<file path="config.mk">
export PLATFORM = sky130hd
export DESIGN_NAME = spi_peripheral
export DESIGN_NICKNAME = d
export VERILOG_FILES = /design/src/rtl/spi_peripheral_pkg.sv /design/src/rtl/spi_peripheral_sync.sv /design/src/rtl/spi_peripheral.sv
export SDC_FILE = /design/constraint.sdc
export NUM_CORES = 1
export LEC_CHECK = 0
export CAP_MARGIN = 20
export CORE_MARGIN = 10
export CORE_UTILIZATION = 58
export DETAILED_ROUTE_END_ITERATION = 6
export GPL_ROUTABILITY_DRIVEN = 0
export PLACE_DENSITY = 0.9
export SLEW_MARGIN = 15
export SYNTH_ARGS = -nofsm -noshare
export SYNTH_HDL_FRONTEND = slang
export SYNTH_SLANG_ARGS = --single-unit
</file>
<file path="constraint.sdc">
create_clock -name sys_clk -period 4.15 [get_ports sys_clk]
set_clock_uncertainty 0.15 [all_clocks]
set_input_delay 1.0375 -clock sys_clk [delete_from_list [all_inputs] [get_ports sys_clk]]
set_output_delay 1.0375 -clock sys_clk [all_outputs]
set_load 0.1 [all_outputs]
</file>
<file path="src/rtl/spi_peripheral_pkg.sv">
// spi_params: shared SPI word width, synchronizer depth and peripheral state encoding.
package spi_params;
    localparam int SPI_DATA_WIDTH = 8;
    localparam int SYNC_STAGES = 2;
    typedef enum logic {IDLE, ACTIVE} spi_peri_state_t;
endpackage

</file>
<file path="src/rtl/spi_peripheral_sync.sv">
// spi_sync: multi-flop synchronizer with a history flop giving level, rise and fall.
module spi_sync #(
    parameter int   DEPTH   = 2,
    parameter logic RST_VAL = 1'b0
) (
    input  logic sys_clk,
    input  logic sync_rst_n,
    input  logic sys_clk_en,
    input  logic d,
    output logic level,
    output logic rise,
    output logic fall
);
    logic [DEPTH-1:0] chain;
    logic             hist;
    always_ff @(posedge sys_clk or negedge sync_rst_n) begin
        if (!sync_rst_n) begin
            chain <= {DEPTH{RST_VAL}};
            hist  <= RST_VAL;
        end else if (sys_clk_en) begin
            chain <= {chain[DEPTH-2:0], d};
            hist  <= chain[DEPTH-1];
        end
    end
    assign level = chain[DEPTH-1];
    assign rise  = level & ~hist;
    assign fall  = ~level & hist;
endmodule

</file>
<file path="src/rtl/spi_peripheral.sv">
// spi_peripheral: oversampled SPI mode-0 target with a single-entry transmit buffer.
module spi_peripheral #(
    parameter int SPI_DATA_WIDTH = spi_params::SPI_DATA_WIDTH,
    parameter int SYNC_STAGES    = spi_params::SYNC_STAGES
) (
    input  logic                      sys_clk,
    input  logic                      sync_rst_n,
    input  logic                      sys_clk_en,
    input  logic                      p_clk,
    input  logic                      p_sel_n,
    input  logic                      copi,
    output logic                      cipo,
    input  logic [SPI_DATA_WIDTH-1:0] tx_data,
    input  logic                      tx_load,
    output logic                      tx_ready,
    output logic [SPI_DATA_WIDTH-1:0] rx_data,
    output logic                      rx_valid,
    output logic                      tx_underrun,
    output logic                      frame_err,
    output logic                      busy
);
    import spi_params::*;
    localparam int W  = SPI_DATA_WIDTH;
    localparam int CW = $clog2(W);

    spi_peri_state_t state, state_n;
    logic            clk_lvl, clk_rise, clk_fall;
    logic            sel_lvl, sel_rise, sel_fall;
    logic            copi_s, copi_rise, copi_fall;
    logic            unused_sync;
    logic [CW-1:0]   bit_cnt;
    logic [W-1:0]    tx_shift, rx_shift, tx_buf;
    logic            tx_full, last, stop, start, load_tx, shift_tx, shift_rx;

    spi_sync #(.DEPTH(SYNC_STAGES), .RST_VAL(1'b0)) u_clk_sync (
        .sys_clk(sys_clk), .sync_rst_n(sync_rst_n), .sys_clk_en(sys_clk_en),
        .d(p_clk), .level(clk_lvl), .rise(clk_rise), .fall(clk_fall));
    spi_sync #(.DEPTH(SYNC_STAGES), .RST_VAL(1'b1)) u_sel_sync (
        .sys_clk(sys_clk), .sync_rst_n(sync_rst_n), .sys_clk_en(sys_clk_en),
        .d(p_sel_n), .level(sel_lvl), .rise(sel_rise), .fall(sel_fall));
    spi_sync #(.DEPTH(SYNC_STAGES), .RST_VAL(1'b0)) u_copi_sync (
        .sys_clk(sys_clk), .sync_rst_n(sync_rst_n), .sys_clk_en(sys_clk_en),
        .d(copi), .level(copi_s), .rise(copi_rise), .fall(copi_fall));
    assign unused_sync = ^{clk_lvl, sel_lvl, copi_rise, copi_fall};

    always_ff @(posedge sys_clk or negedge sync_rst_n) begin
        if (!sync_rst_n) state <= IDLE;
        else if (sys_clk_en) state <= state_n;
    end

    // Deselect wins over a coincident p_clk edge, so the edge is dropped.
    always_comb begin
        last     = bit_cnt == CW'(W - 1);
        start    = (state == IDLE) && sel_fall;
        stop     = (state == ACTIVE) && sel_rise;
        shift_rx = (state == ACTIVE) && !sel_rise && clk_rise;
        shift_tx = (state == ACTIVE) && !sel_rise && clk_fall && bit_cnt != '0;
        load_tx  = start || ((state == ACTIVE) && !sel_rise && clk_fall && bit_cnt == '0);
        state_n  = stop ? IDLE : start ? ACTIVE : state;
    end

    always_ff @(posedge sys_clk or negedge sync_rst_n) begin
        if (!sync_rst_n) begin
            bit_cnt     <= '0;
            tx_shift    <= '0;
            rx_shift    <= '0;
            tx_buf      <= '0;
            tx_full     <= 1'b0;
            rx_data     <= '0;
            rx_valid    <= 1'b0;
            tx_underrun <= 1'b0;
            frame_err   <= 1'b0;
        end else if (sys_clk_en) begin
            rx_valid    <= shift_rx && last;
            tx_underrun <= load_tx && !tx_full;
            frame_err   <= stop && bit_cnt != '0;
            if (load_tx) tx_shift <= tx_full ? tx_buf : '0;
            else if (shift_tx) tx_shift <= {tx_shift[W-2:0], 1'b0};
            if (shift_rx) rx_shift <= {rx_shift[W-2:0], copi_s};
            if (shift_rx && last) rx_data <= {rx_shift[W-2:0], copi_s};
            if (start || stop || (shift_rx && last)) bit_cnt <= '0;
            else if (shift_rx) bit_cnt <= bit_cnt + CW'(1);
            // Registered tx_full decides consumption; a load into an empty buffer serves the next word.
            if (tx_load && !tx_full) begin
                tx_buf  <= tx_data;
                tx_full <= 1'b1;
            end else if (load_tx) tx_full <= 1'b0;
        end
    end

    assign cipo     = (state == ACTIVE) & tx_shift[W-1];
    assign busy     = state == ACTIVE;
    assign tx_ready = ~tx_full;
endmodule

</file>
==> Word level (Yosys, flattened, before mapping) <==
Index checks and enable logic that the tools add are counted.
{ "op_classes": {"addsub": 1, "n_eq_ne": 1, "mux": 9, "bitwise_logic": 11, "n_reduce_logical": 29} }
{ "ops": {"columns": ["operator", "n"], "rows": [
  ["$mux 8", 3],
  ["$reduce_and 2->1", 7],
  ["$logic_and 1x1->1", 11],
  ["$reduce_bool 2->1", 4],
  ["$mux 3", 2],
  ["$not 1->1", 6],
  ["$and 1x1->1", 5],
  ["$mux 1", 4],
  ["$add 3x1->3 const B", 1],
  ["$eq 3x3->1 const B", 1],
  ["$logic_not 3->1", 1],
  ["$logic_or 1x1->1", 3],
  ["$reduce_bool 3->1", 1],
  ["$logic_not 1->1", 2]
]} }
{ "totals": {"reg_bits": 47, "out_inout_bits": 14, "word_cells": 66} }

==> Longest topological paths before layout <==
Gate-level depths: netlist of run 1.
{ "logic_depth": {"depth_word": 9, "depth_mapped": 6, "mapped_depth_nobuf": 6} }

==> By module <==
From an unflattened synthesis of run 1, not the netlist that was laid out.
{ "hier_totals": {"hier_cells": 143, "hier_area_um2": 2093.3} }
{ "modules_own_cells": {"columns": ["module", "n_inst", "cells_per_inst", "area_per_inst_um2", "seq_area_each_um2"], "rows": [
  ["spi_peripheral", 1, 119, 1725.4, 975.9],
  ["spi_sync (u_clk_sync ...)", 2, 8, 121.4, 75.1],
  ["spi_sync (u_sel_sync)", 1, 8, 125.1, 78.8]
]} }

==> Worst setup path after synthesis of run 1 <==
OpenSTA, ideal clock, no wires.
{ "synth_path": {"kind": "register -> output", "start": "register state, in the netlist busy", "end": "output cipo", "arrival_ns": 1.954, "slack_ns": 1.008, "path_stages_with_launch": 3, "path_buffers": 1, "path_cell_list": "dfrtp_1 buf_4 and2_1"} }
{ "synth_via": {"elab_chain_len": 1} }
{ "synth_lines": {"columns": ["element", "line", "text"], "rows": [
  ["start: declaration", "spi_peripheral.sv:26", "spi_peri_state_t state, state_n;"],
  ["start signal: assignment", "spi_peripheral.sv:48", "else if (sys_clk_en) state <= state_n;"],
  ["$and 1x1->1", "spi_peripheral.sv:91", "assign cipo = (state == ACTIVE) & tx_shift[W-1];"],
  ["end: declaration", "spi_peripheral.sv:12", "output logic cipo,"]
]} }
Every way passes these cells.

==> Final worst setup path of run 1 <==
{ "layout_path": {"start": "register tx_full", "end": "output tx_ready"} }
{ "layout_via": {"elab_chain_len": 1} }
{ "layout_lines": {"columns": ["element", "line", "text"], "rows": [
  ["start: declaration", "spi_peripheral.sv:33", "logic tx_full, last, stop, start, load_tx, shift_tx, shift_rx;"],
  ["start signal: assignment", "spi_peripheral.sv:68", "tx_full <= 1'b0;"],
  ["start signal: assignment", "spi_peripheral.sv:86", "tx_full <= 1'b1;"],
  ["start signal: assignment", "spi_peripheral.sv:87", "end else if (load_tx) tx_full <= 1'b0;"],
  ["$not 1->1", "spi_peripheral.sv:93", "assign tx_ready = ~tx_full;"],
  ["end: declaration", "spi_peripheral.sv:15", "output logic tx_ready,"]
]} }
Every way passes these cells.

==> metrics.yaml, run 1 <==
cts:
  post_cts_resized: 0
  clkSinkCount: 47
  clock_latency_ns: 0.35
  numCtsBuffers: 5
  post_cts_buffers: 0
  ctsHtreeMaxLevel: 2
  clk_pin_slew_ns: 0.12
  cts_buffer_depth: 2
  cts_tree: "built"
  cts-root-buf: "clkbuf_4"
  hold_buffers: 0
sta:
  fin_crit_sh_pct: 80.2
  rsz0062_at_grt: "no"
  setup_viol: 0
  drv_slew: 0
  tightest_slew_ns: 0.986
  fin_setup_tns_ns: 0
  period_needed_ns: 3.33
  hold_viol: 0
  fin_ws_ns: 0.823
  fmax_ghz: 0.301
  max_slew_margin_pct: 34.1
final_layout:
  nNetsFinal: 207
  final_layout_size_suffix_gt1_share_pct: 16.3
  area_growth_pct: 18.5
  antenna_cells: 0
setup_path:
  r2r-end: "tx_shift[7]$_DFFE_PN0P_"
  worst_setup_path_end_kind: "output port"
  rr_startpoint: "bit_cnt[0]$_DFFE_PN0P_"
  rrSetupSlack_ns: 2.08
  path_class: "reg2out"
  r2r_cells: 6
  required_ns: 2.96
  path_max_fanout: 9
  crit_start: "tx_full$_DFFE_PN0P_"
  cp.arrival_ns: 2.14
  cp-start-kind: "flop"
detailed_routing:
  dr_total_vias: 1246
  post-route-drc-count: 0
  wl_um: 3730
  initialDrtViolationCount: 56
  drtAntennaViolNets: 0
  via_per_inst: 5.28
  drt_pass1_iterations: 4
  drt-wirelength-per-cell_um: 15.8
pwr:
  leakagePower_nw: 1.14
  p_int_uw: 792
  power.total_mw: 1.20
  switching_share_pct: 34.2
  clockPowerShare_pct: 16.4
  pwr-share-comb_pct: 30.1
  p_switching_uw: 412
  powerDensity_nw_per_um2: 492
  peakVddDrop_mv: 0.347
  seqPwrFrac_pct: 53.5
floorplan:
  io_pins: 29
  die-area_um2: 6350
  initial_utilization_pct: 60.9
  row_count: 21
  dieWidth_um: 79.7
  core_area_um2: 3390
  die_y_um: 79.7
worst_hold_path:
  hp-class: "reg2reg"
  worstHoldStart: "u_clk_sync.chain[0]$_DFFE_PN0P_"
  holdPathStages: 1
  worstHoldEndpoint: "u_clk_sync.chain[0]$_DFFE_PN0P_"
global_routing:
  grt_pass1_vias: 1347
  grt_max_degree: 48
  gr-usage-all-layers_pct: 12.6
  antenna_found_initial: 0
  grt_pass1_wl_um: 6330
  gr-total-overflow: 0
synthesis:
  seq_area_frac_synth_pct: 57.1
  synth_area_leaders: "dfrtp_1 (53%), mux2_1 (11%), mux2i_1 (6.3%), mux2_2 (6.0%), dfstp_2 (3.8%)"
  synthCells: 157
  synth_seq_cells: 47
  yosys_warnings: 0
  post_synth_num_cell_types: 32
  syn-cell-area_um2: 2070
  yosysTopAreaCell: "dfrtp_1"
  syn_area_per_cell_um2: 13.2
  syn-num-nets: 175
  synth_top_area_share_pct: 53.3
placed_design:
  post-place-ws_ns: 1.10
  dp_hpwl_um: 2820
  port_buffers: 28
run:
  drv_cap: 0
run_status:
  status: "finished, final reports clean"
synth_stat cells, drive strengths merged:
cell	count
nand4bb	1
nand4	1
or2	1
buf	2
or3b	1
nand2	11
nand3	1
and2	5
a21boi	1
o31ai	1
and2b	1
o41ai	1
inv	14
dfstp	3
a21oi	3
nor3	1
o21ai	6
mux2	32
nand2b	1
clkbuf	3
nor2	1
mux2i	13
a31o	2
nor2b	3
dfrtp	44
a32o	1
ha	3
sequential cells by signal, summed over array words and instances, names as in the netlist, 2 cells and up:
signal	count
tx_buf	8
rx_data	8
bit_cnt	3
u_sel_sync.chain	2
u_clk_sync.chain	2
u_copi_sync.chain	2
rx_shift	7
tx_shift	8
metrics by stage:
stage	instance area, µm²	utilization, %	hold slack (ns)	instances
6_report	2450	72.2	0.345	236
5_1_grt	2450	72.2	0.358	236
4_1_cts	2430	71.6	0.350	235
3_5_place_dp	2380	70.1	0.321	227
3_3_place_gp	2380	70.1	0.312	227
2_1_floorplan	2070	-	0.302	157
per-layer routing:
metal  vias to the layer above  track usage, %  routed length [µm]
li1                        601               -                   -
met1                       606            14.7                1610
met2                        32            20.6                1820
met3                         7            3.83                 236
met4                         0            6.45                  66
met5                         -               0                   0
critical path, stage by stage, from the launching register on:
cell             delay (ns)
dfrtp_1                0.51
inv_2                  0.13
clkdlybuf4s50_1        1.14
area by class of cell:
type                    count  area [µm²]
clock buffers               7        45.0
clock inverters             1        5.00
fillers                   232         942
inverters                  14        52.6
multi-input cells          91         810
flip-flops and latches     47        1180
well taps                  46        57.6
repair buffers             30         298
kinds of logic (layout without fill, tap and decap cells):
kind of cell,after synthesis,count (layout),share of synthesized area [%]
AO/OA/AOI/OAI,15,15,5.33
adder cells (fa/ha/maj),3,3,1.82
flip-flops,47,47,57.1
buffers and inverters,19,52,3.69
multiplexers,45,45,23.7
AND/OR/NAND/NOR,28,28,8.30
how the worst max path moves through the flow:
stage | to | depth (start not counted) | slack (ns)
finish | tx_ready | 2 | 0.82
global route | tx_ready | 2 | 0.77
global placement | rx_data[1]$_DFFE_PN0P_ | 4 | 1.20
CTS | tx_ready | 2 | 0.82
floorplan | cipo | 2 | 1.01
detailed placement | rx_data[1]$_DFFE_PN0P_ | 4 | 1.10
cells in the final DEF, fill, tap and decap left out:
cell type / n
mux2_1: 21
a21boi_1: 1
a32o_1: 1
and2_1: 5
o21ai_1: 3
nand3_1: 1
mux2_2: 11
inv_2: 2
nor3_1: 1
and2b_1: 1
ha_1: 3
clkinv_2: 1
dfrtp_1: 44
clkbuf_1: 2
nor2b_1: 3
buf_12: 1
dfstp_2: 3
o31ai_4: 1
or2_1: 1
clkdlybuf4s50_1: 25
o41ai_1: 1
nand2_2: 1
o21ai_0: 3
nand4bb_1: 1
nor2_1: 1
or3b_4: 1
mux2i_1: 13
a21oi_1: 3
a31o_1: 2
nand4_4: 1
inv_1: 12
clkbuf_4: 5
nand2_1: 10
nand2b_1: 1
buf_2: 1
buf_4: 3
power by group through the flow:
stage	Sequential [mW]	Clock [mW]	Combinational, mW
6_report	0.644	0.197	0.362
3_5_place_dp	0.652	0	0.364
2_1_floorplan	0.648	0	0.265
5_1_grt	0.658	0.229	0.399
3_3_place_gp	0.643	0	0.345
4_1_cts	0.643	0.207	0.365
(Power assumes the default switching activity.)
==> run 2: changes to the inputs <==
--- a/config.mk
+++ b/config.mk
@@ -7,10 +7,10 @@
 export LEC_CHECK = 0
 export CAP_MARGIN = 20
 export CORE_MARGIN = 10
-export CORE_UTILIZATION = 58
+export CORE_UTILIZATION = 48
 export DETAILED_ROUTE_END_ITERATION = 6
 export GPL_ROUTABILITY_DRIVEN = 0
-export PLACE_DENSITY = 0.9
+export PLACE_DENSITY = 0.8
 export SLEW_MARGIN = 15
 export SYNTH_ARGS = -nofsm -noshare
 export SYNTH_HDL_FRONTEND = slang
==> constraint.sdc (replaced) <==
create_clock -name sys_clk -period 2.7 [get_ports sys_clk]
set_clock_uncertainty 0.15 [all_clocks]
set_input_delay 0.675 -clock sys_clk [delete_from_list [all_inputs] [get_ports sys_clk]]
set_output_delay 0.675 -clock sys_clk [all_outputs]
set_load 0.1 [all_outputs]
==> run 2 against run 1 <==
Compared with the run above:
- non-clock buffer count stayed put
- combinational power is 54% higher
- power is 73% higher
- via count is 0.48% lower
- utilization is 11 points lower
- flip-flop and latch count stayed put
- register-to-register slack worse by 1.4 ns
- global-route usage is 1.5 points lower
- cell count is 1.7% higher
- die area is 15% higher
- clock-buffer cell count is 1 lower
- largest cell class unchanged
- highest routed layer unchanged
==> metrics.yaml, run 2 (synthesized netlist as in run 1, its figures left out) <==
run_status:
  status: "finished, final reports clean"
final_layout:
  area_growth_pct: 20.8
  final_layout_size_suffix_gt1_share_pct: 24.2  # +7.9 points
  final_cell_count_no_fill: 240  # +1.7%
  multiInputGateArea_um2: 811  # +0.15%
  seqCellArea_um2: 1180  # unchanged
  fillers: 335  # +44%
  antenna_cells: 0  # unchanged
  utilization_pct: 61.1  # -11 points
  biggestRegsByFlops: "rx_data x8, tx_buf x8, tx_shift x8"
  final_common_cell: "dfrtp_1"
  final_cell_mix: "dfrtp_1 (44), mux2_1 (21), buf_4 (15), mux2i_1 (13), clkdlybuf4s50_1 (13)"
  nNetsFinal: 207  # unchanged
  final_area_um2: 2490  # +1.9%
cts:
  ctsHtreeMaxLevel: 2  # unchanged
  clk_pin_slew_ns: 0.08  # -0.04 ns
  cts_tree: "built"
  clock_latency_ns: 0.30  # -0.05 ns
  clkSinkCount: 47  # unchanged
  numCtsBuffers: 5  # unchanged
  hold_buffers: 0  # unchanged
  cts_buffer_depth: 2  # unchanged
  post_cts_buffers: 0  # unchanged
  post_cts_resized: 0  # unchanged
  cts-root-buf: "clkbuf_8"
pwr:
  peakVddDrop_mv: 0.451  # +30%
  clockPowerShare_pct: 25.9  # +9.5 points
  seqPwrFrac_pct: 47.4  # -6.1 points
  switching_share_pct: 31.7  # -2.5 points
  leakagePower_nw: 1.19  # +4.9%
  p_switching_uw: 659  # +60%
  p_int_mw: 1.42  # +79%
  power.total_mw: 2.08  # +73%
  powerDensity_nw_per_um2: 834  # +70%
  pwr-share-comb_pct: 26.8  # -3.3 points
setup_path:
  path_class: "in2reg"
  rr_startpoint: "bit_cnt[0]$_DFFE_PN0P_"
  worst_setup_path_end_kind: "flop"
  path_max_fanout: 21  # +12
  cp-start-kind: "primary input"
  r2r_cells: 6  # unchanged
  cp.arrival_ns: 2.23  # +0.09 ns
  required_ns: 2.74  # -0.22 ns
  r2r-end: "tx_shift[6]$_DFFE_PN0P_"
  rrSetupSlack_ns: 0.67  # -1.41 ns
sta:
  fin_ws_ns: 0.505  # -0.318 ns
  setup_viol: 0  # unchanged
  hold_viol: 0  # unchanged
  tightest_slew_ns: 0.581  # -0.404 ns
  rsz0062_at_grt: "no"
  whs_ns: 0.307  # -0.0387 ns
  fmax_ghz: 0.456
  drv_slew: 0  # unchanged
  max_slew_margin_pct: 61.2  # +27 points
  fin_crit_sh_pct: 81.3
  fin_setup_tns_ns: 0  # unchanged
  period_needed_ns: 2.19
placed_design:
  placed_cells: 232  # +2.2%
  post-place-ws_ns: 0.148  # -0.954 ns
  port_buffers: 28  # unchanged
  dp_hpwl_um: 2780  # -1.4%
  placed_area_um2: 2370  # -0.16%
detailed_routing:
  wl_um: 3690  # -1.3%
  via_per_inst: 5.17  # -2.1%
  dr_total_vias: 1240  # -0.48%
  initialDrtViolationCount: 49  # -13%
  drtAntennaViolNets: 0  # unchanged
  post-route-drc-count: 0  # unchanged
  drt_pass1_iterations: 4  # unchanged
  drt-wirelength-per-cell_um: 15.4  # -2.9%
global_routing:
  grt_pass1_wl_um: 6560  # +3.6%
  grt_max_degree: 48  # unchanged
  antenna_found_initial: 0  # unchanged
  grt_pass1_vias: 1388  # +3.0%
  gr-total-overflow: 0  # unchanged
  gr-usage-all-layers_pct: 11.1  # -1.5 points
floorplan:
  initial_utilization_pct: 50.6  # -10 points
  die-area_um2: 7330  # +15%
  io_pins: 29  # unchanged
  die_y_um: 85.6  # +7.4%
  row_count: 23  # +9.5%
  dieWidth_um: 85.6  # +7.4%
  core_area_um2: 4090  # +21%
run:
  drv_cap: 0  # unchanged
worst_hold_path:
  hp-class: "in2async"
==> run 2: cell types whose count changed in the layout (fill, tap and decap cells not counted), sizes merged <==
cell and change:
buf +12, bufinv +1, clkbuf -1, clkdlybuf4s50 -12, clkinv -1, inv +1
==> run 2: critical path, cell delays in order <==
cell and delay [ns]:
clkdlybuf4s50_1 0.52, buf_4 0.26, nand3_1 0.35, mux2_1 0.42
==> run 2: worst max path at each step <==
stage | start | end | slack (ns) | depth (start not counted)
finish | sys_clk_en | tx_buf[0]$_DFFE_PN0P_ | 0.51 | 4
global route | sys_clk_en | tx_buf[0]$_DFFE_PN0P_ | 0.40 | 4
CTS | sys_clk_en | tx_buf[0]$_DFFE_PN0P_ | 0.49 | 4
detailed placement | sys_clk_en | tx_buf[0]$_DFFE_PN0P_ | 0.15 | 4
global placement | sys_clk_en | rx_data[7]$_DFFE_PN0P_ | 0.24 | 4
floorplan | busy$_DFFE_PN0P_ | cipo | 0.21 | 2
==> run 2: final cells by class <==
class / instances / area share [%]
clock inverter: 2 / 1.55
sequential: 47 / 47.3
clock buffer: 6 / 3.31
tap: 50 / 2.51
timing repair buffer: 30 / 10.7
inverter: 14 / 2.11
multi-input combinational: 91 / 32.5
==> run 2: routing by layer <==
layer  part of all wire (%)  routed length (µm)  GRT usage (%)
met5                      0                   0              0
met4                   0.90                  33           3.59
met3                    5.7                 209           5.20
met2                     50                1850           17.9
met1                     43                1590           12.8
==> run 2: power groups by stage <==
stage | logic [mW] | clock network, mW | registers, mW
2_1_floorplan | 0.408 | 0 | 0.995
3_3_place_gp | 0.536 | 0 | 0.990
3_5_place_dp | 0.564 | 0 | 1.00
4_1_cts | 0.567 | 0.554 | 0.988
5_1_grt | 0.619 | 0.590 | 1.01
6_report | 0.557 | 0.538 | 0.985
